`config.mk`:
```
export PLATFORM = sky130hd
export DESIGN_NAME = int_trap_unit
export DESIGN_NICKNAME = d
export VERILOG_FILES = /design/src/rtl/int_trap_unit.sv
export SDC_FILE = /design/constraint.sdc
export NUM_CORES = 1
export LEC_CHECK = 0
export CAP_MARGIN = 25
export CORE_ASPECT_RATIO = 0.5
export CORE_MARGIN = 2
export CORE_UTILIZATION = 54
export DETAILED_ROUTE_END_ITERATION = 6
export PLACE_DENSITY = 0.86
export RECOVER_POWER = 100
export SYNTH_ARGS = -nofsm -noshare
export SYNTH_HDL_FRONTEND = slang
export SYNTH_SLANG_ARGS = --single-unit
```
`constraint.sdc`:
```
create_clock -name clk -period 9.3 [get_ports clk]
set_input_delay 1.86 -clock clk [delete_from_list [all_inputs] [get_ports clk]]
set_output_delay 1.86 -clock clk [all_outputs]
set_load 0.02 [all_outputs]
```
`src/rtl/int_trap_unit.sv`:
```
// int_trap_unit: machine-mode interrupt/trap unit.
// Holds mstatus.MIE/MPIE, mie, mtvec, mepc and mcause. Arbitrates the external,
// software and timer interrupts, requests a trap from the pipeline controller,
// and produces the one-cycle redirect for trap entry and for mret return.
// Optional build macro: VECTORED_MTVEC_EN (adds vectored mtvec mode 01).
module int_trap_unit #(
    parameter int              XLEN        = 32,
    parameter logic [XLEN-1:0] MTVEC_RESET = 32'h0000_0100
) (
    input  logic            clk,
    input  logic            reset,
    input  logic            ext_irq,
    input  logic            sw_irq,
    input  logic            timer_irq,
    output logic            interrupt,
    input  logic            int_ack,
    input  logic [XLEN-1:0] epc_in,
    input  logic            mret_commit,
    input  logic            stall_pipl,
    output logic            redirect,
    output logic [XLEN-1:0] redirect_pc,
    input  logic            csr_we,
    input  logic [11:0]     csr_addr,
    input  logic [XLEN-1:0] csr_wdata,
    output logic [XLEN-1:0] csr_rdata
);

    localparam logic [11:0] ADDR_MSTATUS = 12'h300;
    localparam logic [11:0] ADDR_MIE     = 12'h304;
    localparam logic [11:0] ADDR_MTVEC   = 12'h305;
    localparam logic [11:0] ADDR_MEPC    = 12'h341;
    localparam logic [11:0] ADDR_MCAUSE  = 12'h342;
    localparam logic [11:0] ADDR_MIP     = 12'h344;

    typedef enum logic [1:0] {IDLE, PENDING, REDIRECT} state_e;

    state_e          state_q, state_d;
    logic            mstatus_mie_q, mstatus_mie_d;
    logic            mstatus_mpie_q, mstatus_mpie_d;
    logic [2:0]      irq_en_q, irq_en_d;       // {ext, timer, sw} enables (mie bits 11/7/3)
    logic [XLEN-1:0] mtvec_q, mtvec_d;
    logic [XLEN-1:0] mepc_q, mepc_d;
    logic [XLEN-1:0] mcause_q, mcause_d;
    logic            interrupt_q;
    logic            redirect_q;
    logic [XLEN-1:0] redirect_pc_q, redirect_pc_d;

    logic [2:0]      irq_src;
    logic [2:0]      pend;
    logic            pend_any;
    logic [3:0]      cause_code;
    logic            trap_take;
    logic            mret_ok;
    logic            csr_wr_ok;
    logic [1:0]      mtvec_mode_wr;
    logic [XLEN-1:0] trap_target;
    logic            unused_epc_bits;

    // mepc is word aligned, so the low PC bits never get stored.
    assign unused_epc_bits = ^epc_in[1:0];

    assign irq_src  = {ext_irq, timer_irq, sw_irq};
    assign pend     = irq_src & irq_en_q & {3{mstatus_mie_q}};
    assign pend_any = |pend;

    // Fixed priority: external (11) over software (3) over timer (7).
    always_comb begin
        // NOTE: every combinational output gets a default first so no path leaves it unassigned (no latch).
        cause_code = 4'd0;
        if (pend[2])      cause_code = 4'd11;
        else if (pend[0]) cause_code = 4'd3;
        else if (pend[1]) cause_code = 4'd7;
    end

    // A trap is accepted only while requesting and still holding a pending source.
    assign trap_take = (state_q == PENDING) && int_ack && !stall_pipl && pend_any;
    assign mret_ok   = mret_commit && !stall_pipl;
    // Trap/mret updates own mstatus, mepc and mcause in the cycle they happen.
    assign csr_wr_ok = csr_we && !(trap_take || mret_ok);

    // Trap vector: direct base, or base + 4*code in vectored mode.
    always_comb begin
        trap_target = {mtvec_q[XLEN-1:2], 2'b00};
`ifdef VECTORED_MTVEC_EN
        if (mtvec_q[1:0] == 2'b01)
            trap_target = {mtvec_q[XLEN-1:2], 2'b00} + XLEN'({cause_code, 2'b00});
        mtvec_mode_wr = (csr_wdata[1:0] == 2'b01) ? 2'b01 : 2'b00;
`else
        mtvec_mode_wr = 2'b00;
`endif
    end

    // CSR next state: software writes first, then mret and trap entry override.
    always_comb begin
        mstatus_mie_d  = mstatus_mie_q;
        mstatus_mpie_d = mstatus_mpie_q;
        irq_en_d       = irq_en_q;
        mtvec_d        = mtvec_q;
        mepc_d         = mepc_q;
        mcause_d       = mcause_q;

        if (csr_we) begin
            case (csr_addr)
                ADDR_MIE:   irq_en_d = {csr_wdata[11], csr_wdata[7], csr_wdata[3]};
                ADDR_MTVEC: mtvec_d  = {csr_wdata[XLEN-1:2], mtvec_mode_wr};
                default: ;
            endcase
        end
        if (csr_wr_ok) begin
            case (csr_addr)
                ADDR_MSTATUS: begin
                    mstatus_mie_d  = csr_wdata[3];
                    mstatus_mpie_d = csr_wdata[7];
                end
                ADDR_MEPC:   mepc_d   = {csr_wdata[XLEN-1:2], 2'b00};
                ADDR_MCAUSE: mcause_d = csr_wdata;
                default: ;
            endcase
        end

        if (mret_ok) begin
            mstatus_mie_d  = mstatus_mpie_q;
            mstatus_mpie_d = 1'b1;
        end

        // With a simultaneous mret, the trap stacks the MIE that mret just restored
        // and the return address stays the one already in mepc.
        if (trap_take) begin
            mstatus_mpie_d = mret_ok ? mstatus_mpie_q : mstatus_mie_q;
            mstatus_mie_d  = 1'b0;
            mcause_d       = {1'b1, (XLEN-1)'(cause_code)};
            if (!mret_ok)
                mepc_d = {epc_in[XLEN-1:2], 2'b00};
        end
    end

    // Request FSM next state.
    always_comb begin
        state_d = state_q;
        unique case (state_q)
            IDLE:     if (pend_any) state_d = PENDING;
            PENDING: begin
                if (trap_take)      state_d = REDIRECT;
                else if (!pend_any) state_d = IDLE;
            end
            REDIRECT: state_d = IDLE;
            default:  state_d = IDLE;
        endcase
    end

    // Redirect target: trap vector wins over mret return.
    always_comb begin
        redirect_pc_d = redirect_pc_q;
        if (trap_take)    redirect_pc_d = trap_target;
        else if (mret_ok) redirect_pc_d = mepc_q;
    end

    // State, CSR and registered output flops.
    always_ff @(posedge clk or posedge reset) begin
        if (reset) begin
            state_q        <= IDLE;
            mstatus_mie_q  <= 1'b0;
            mstatus_mpie_q <= 1'b0;
            irq_en_q       <= '0;
            mtvec_q        <= MTVEC_RESET;
            mepc_q         <= '0;
            mcause_q       <= '0;
            interrupt_q    <= 1'b0;
            redirect_q     <= 1'b0;
            redirect_pc_q  <= '0;
        end else begin
            // NOTE: non-blocking assignments so every flop samples pre-edge values.
            state_q        <= state_d;
            mstatus_mie_q  <= mstatus_mie_d;
            mstatus_mpie_q <= mstatus_mpie_d;
            irq_en_q       <= irq_en_d;
            mtvec_q        <= mtvec_d;
            mepc_q         <= mepc_d;
            mcause_q       <= mcause_d;
            interrupt_q    <= (state_d == PENDING);
            redirect_q     <= trap_take || mret_ok;
            redirect_pc_q  <= redirect_pc_d;
        end
    end

    assign interrupt   = interrupt_q;
    assign redirect    = redirect_q;
    assign redirect_pc = redirect_pc_q;

    // Combinational CSR read mux; unmapped addresses read zero.
    always_comb begin
        csr_rdata = '0;
        case (csr_addr)
            ADDR_MSTATUS: begin
                csr_rdata[3] = mstatus_mie_q;
                csr_rdata[7] = mstatus_mpie_q;
            end
            ADDR_MIE: begin
                csr_rdata[3]  = irq_en_q[0];
                csr_rdata[7]  = irq_en_q[1];
                csr_rdata[11] = irq_en_q[2];
            end
            ADDR_MTVEC:  csr_rdata = mtvec_q;
            ADDR_MEPC:   csr_rdata = mepc_q;
            ADDR_MCAUSE: csr_rdata = mcause_q;
            ADDR_MIP: begin
                csr_rdata[3]  = sw_irq;
                csr_rdata[7]  = timer_irq;
                csr_rdata[11] = ext_irq;
            end
            default: ;
        endcase
    end

endmodule

```
Word-level counts from Yosys, hierarchy flattened

Cells that the tools add are included.

Logic and storage cells: 73
RAM bits: 0
Input port bits: 85
Output and inout port bits: 66
Memories: 0
Latch bits: 0
Memory bits (read-only): 0
Bits in registers: 135

$mul: 0
Bitwise gates (word level): 2
Div/mod/pow operators: 0
Shift-type cells: 0
Equal/unequal tests: 9
Reductions and logical operators: 20
Multiplexer cells: 32
Order comparisons: 0
Add/sub/neg operators: 0

Operator list:

| kind                   | count |
|---|---|
| $mux W32               | 9 |
| $eq A12 B10 Y1 const B | 6 |
| $pmux W20 S3           | 1 |
| $pmux W3 S3            | 3 |
| $pmux W1 S6            | 2 |
| $mux W1                | 9 |
| $reduce_and A2 Y1      | 4 |
| $and A3 B3 Y3          | 2 |
| $mux W2                | 3 |
| $mux W3                | 2 |
| $reduce_bool A2 Y1     | 3 |
| $reduce_bool A3 Y1     | 2 |
| $logic_and A1 B1 Y1    | 5 |
| $pmux W1 S5            | 1 |
| $eq A2 B1 Y1 const B   | 2 |
| $mux W4                | 1 |
| $pmux W2 S2            | 1 |
| $reduce_and A3 Y1      | 1 |
| $reduce_or A3 Y1       | 1 |
| $logic_not A1 Y1       | 2 |
| $logic_not A2 Y1       | 1 |
| $ne A2 B2 Y1 const B   | 1 |
| $logic_or A1 B1 Y1     | 1 |

Depth between registers and ports, before layout

Depth in word-level cells: 10
Depth in mapped cells: 7
Depth with buffers taken out: 5

Worst setup path before layout

Ideal clock, no wire load.

Kind: input port to output port
Start point: input csr_addr[2]
End point: output csr_rdata[18]
Stages on the path: 6
Slack: 4.030 ns
Required time: 7.440 ns
Data arrival time: 3.410 ns
Buffers on the path: 2
Cell sequence: or4_4 nor4_4 buf_2 buf_4 a22oi_1 nand2_1

Cells in the longest elaborated chain, start to end: 2
Elaborated cells on any way between the ends: 4
Those cells by class: eq/ne (3); mux (1)

Ends and longest elaborated chain:

| item            | line | text |
|---|---|---|
| start, declared | 23   | `input logic [11:0] csr_addr,` |
| $eq A12 B10 Y1  | 193  | `case (csr_addr)` |
| $pmux W20 S3 *  | 193  |  |
| end, declared   | 25   | `output logic [XLEN-1:0] csr_rdata` |

Mark *: on every way between the ends. The rest lies on a longest branch, timed or not.

Final worst setup path

Start point: input csr_addr[1]
End point: output csr_rdata[21]

Same word-level chain as after synthesis.

==> results_dict.tcl <==
set metrics [dict create \
    run_status "finished with violations" \
    violations "max-capacitance violations, max-slew violations" \
    syn_avg_cell_area_um2 10.1 \
    maxSlewViolCount 185 \
    yosysTopAreaCellShare_pct 51.5 \
    fp.coreArea_mm2 0.0118 \
    postSynthNetCount 728 \
    drv_cap 4 \
    drtIter0Drc 681 \
    p_comb_share_pct 6.1 \
    synthTopCellsByCount "dfrtp_1 (134), nand2_1 (112), nor2_1 (46)" \
    endpoint "csr_rdata[21]" \
    wl_um 21100 \
    ant_nets 0 \
    cp.required_ns 7.44 \
    arrival_ns 6.04 \
    worst_slack_ns 1.40 \
    irDropWorstVdd_mv 0.0969 \
    pre_cts_ws_ns 2.71 \
    synth_cell_types 50 \
    synth_top_area_cell "dfrtp_1" \
    r2r-start "irq_en_q[1]" \
    clock_sinks 135 \
    start_kind "input pin" \
    layout_worst_path_cycle_share_pct 84.9 \
    row_count 28 \
    critPathMaxFanout 23 \
    setup_violations 0 \
    cts_buffers 17 \
    io_pins 151 \
    final_cells 950 \
    dr.pass1.iters 6 \
    grt_usage_pct 33.2 \
    p_int_mw 1.04 \
    rr_worst_depth 6 \
    relSlewSlack_pct -98.4 \
    worstSetupPathType "in2out" \
    grt_pass1_wl_um 32800 \
    viasPerCell 6.49 \
    dp.cells 917 \
    finalInstanceArea_mm2 0.00868 \
    ctsHoldBuffers 0 \
    grt_remaining_overflow 0 \
    fp.dieW_um 159 \
    grt_max_degree 78 \
    skew_ns 0.00745 \
    die_area_mm2 0.0130 \
    num_vias 6167 \
    p_seq_share_pct 44.0 \
    die_y_um 81.7 \
    grt_pass1_vias 6093 \
    crit_start "csr_addr[1]" \
    p_per_area_mw_per_mm2 155 \
    fmax_mhz 127 \
    rsz0062_at_grt "false" \
    endpoint_kind "output pin" \
    synth_edf_count 0 \
    synth-seq-cells 135 \
    holdCritStartpoint "mcause_q[5]" \
    synth_warnings 0 \
    root_buffer "clkbuf_16" \
    wl_per_cell_um 22.3 \
    synthCells 643 \
    yosysMostFrequentCell "dfrtp_1" \
    synth_seq_area_share_pct 51.9 \
    clock_latency_ns 0.42 \
    hold_path_class "reg2reg" \
    placed_area_mm2 0.00810 \
    portBuffers 148 \
    start_util_pct 55.2 \
    async_reset_ff_share_pct 100 \
    p_sw_share_pct 22.5 \
    worst_pin_slew_ns 2.98 \
    cts_htree_levels 4 \
    cts_buffer_depth 2 \
    power.switching_mw 0.303 \
    p_leak_nw 4.09 \
    period_needed_ns 7.90 \
    synthesis.area_mm2 0.00652 \
    fin_setup_tns_ns 0 \
    drive_gt1_share_pct 12.5 \
    clk_pin_slew_ns 0.05 \
    post-cts-setup-buffer-count 0 \
    final_nets 857 \
    pwr-share-clk_pct 49.9 \
    insertedDiodeCount 0 \
    place.gp.congestion 0.875 \
    ctsResizeCount 0 \
    r2r_slack_ns 3.66 \
    dp_hpwl_um 12900 \
    area_growth_pct 33.2 \
    synth_flop_cell "dfrtp_1" \
    drc 0 \
    antenna_found_initial 0 \
    cts_tree "done" \
    rr_endpoint "mcause_q[13]" \
    hold_viol 0 \
    synthTopCellsByArea "dfrtp_1 (51%), mux2_2 (6.6%), nand2_1 (6.5%), a22o_1 (4.2%), a31oi_1 (3.9%)" \
]
## cells by family after synthesis
logic type,after synthesis,share of synthesized area [%]
AND/OR/NAND/NOR,261,19.3
multiplexers,39,6.72
flip-flops,135,51.9
buffers and inverters,56,3.99
AO/OA/AOI/OAI,152,18.1
## per-stage QoR
| step | util, % | total power [mW] | hold WS, ns |
|---|---|---|---|
| after floorplan | - | 0.628 | 0.464 |
| after global placement | 68.5 | 0.682 | 0.480 |
| after CTS | 73.6 | 1.35 | 0.500 |
| after global routing | 73.5 | 1.38 | 0.512 |
| final | 73.5 | 1.35 | 0.496 |
| after detailed placement | 68.6 | 0.683 | 0.485 |
## sequential cells by signal, summed over array words and instances, names as in the netlist
signal and cells:
redirect 1, interrupt 1, irq_en_q 3, mepc_q 32, mcause_q 32, mtvec_q 30
mstatus_mpie_q 1, mstatus_mie_q 1, state_q 2, redirect_pc 32
## cell type report
class | count | area (um^2)
tap | 165 | 206
inverter | 2 | 8.76
clock buffer | 20 | 467
timing repair buffer | 164 | 1610
multi-input combinational | 452 | 2880
fill | 826 | 3130
sequential | 135 | 3380
clock inverter | 12 | 126
## cell usage in the layout, fill, tap and decap left out, types with 6 or more instances in the layout
cell and instances:
dfrtp_1 134, nand2_1 112, clkdlybuf4s50_1 83, dlygate4sd3_1 65, nor2_1 46, a31oi_1 41
mux2_2 38, a22o_1 31, nand4_1 25, nand3_1 22, a22oi_1 22, clkbuf_16 17
and2_1 14, o211ai_1 12, a221o_1 11, o31ai_1 11, nand2b_1 10, buf_4 9
o221a_2 6
## worst max-delay path, stage by stage
cell and delay (ns):
dlygate4sd3_1 0.57, nor2_1 0.32, and4b_1 0.25, clkbuf_1 1.08, and2_0 0.94, a221o_1 0.32, dlygate4sd3_1 0.68
## power by group through the flow
stage | Combinational, mW | Sequential (mW) | Clock (mW)
after detailed placement | 0.0805 | 0.602 | 0
final | 0.0821 | 0.592 | 0.673
after CTS | 0.0813 | 0.592 | 0.673
after global placement | 0.0796 | 0.602 | 0
after global routing | 0.0869 | 0.592 | 0.701
after floorplan | 0.0246 | 0.603 | 0
## per-layer routing
metal	part of all wire [%]	global-route usage [%]	wire length, um
met5	0	0	0
met4	3.3	17.3	693
met3	11	8.03	2320
met2	47	54.0	10000
met1	38	42.5	8100
## worst min path at each step
stage                         endpoint  slack, ns  depth (start not counted)
after detailed placement   mcause_q[9]       0.48                          1
after global routing       mcause_q[5]       0.51                          1
after floorplan           mcause_q[13]       0.46                          1
final                      mcause_q[5]       0.50                          1
after global placement    mcause_q[21]       0.48                          1
after CTS                  mcause_q[5]       0.50                          1
No activity file was read; power rests on OpenSTA's default activity.
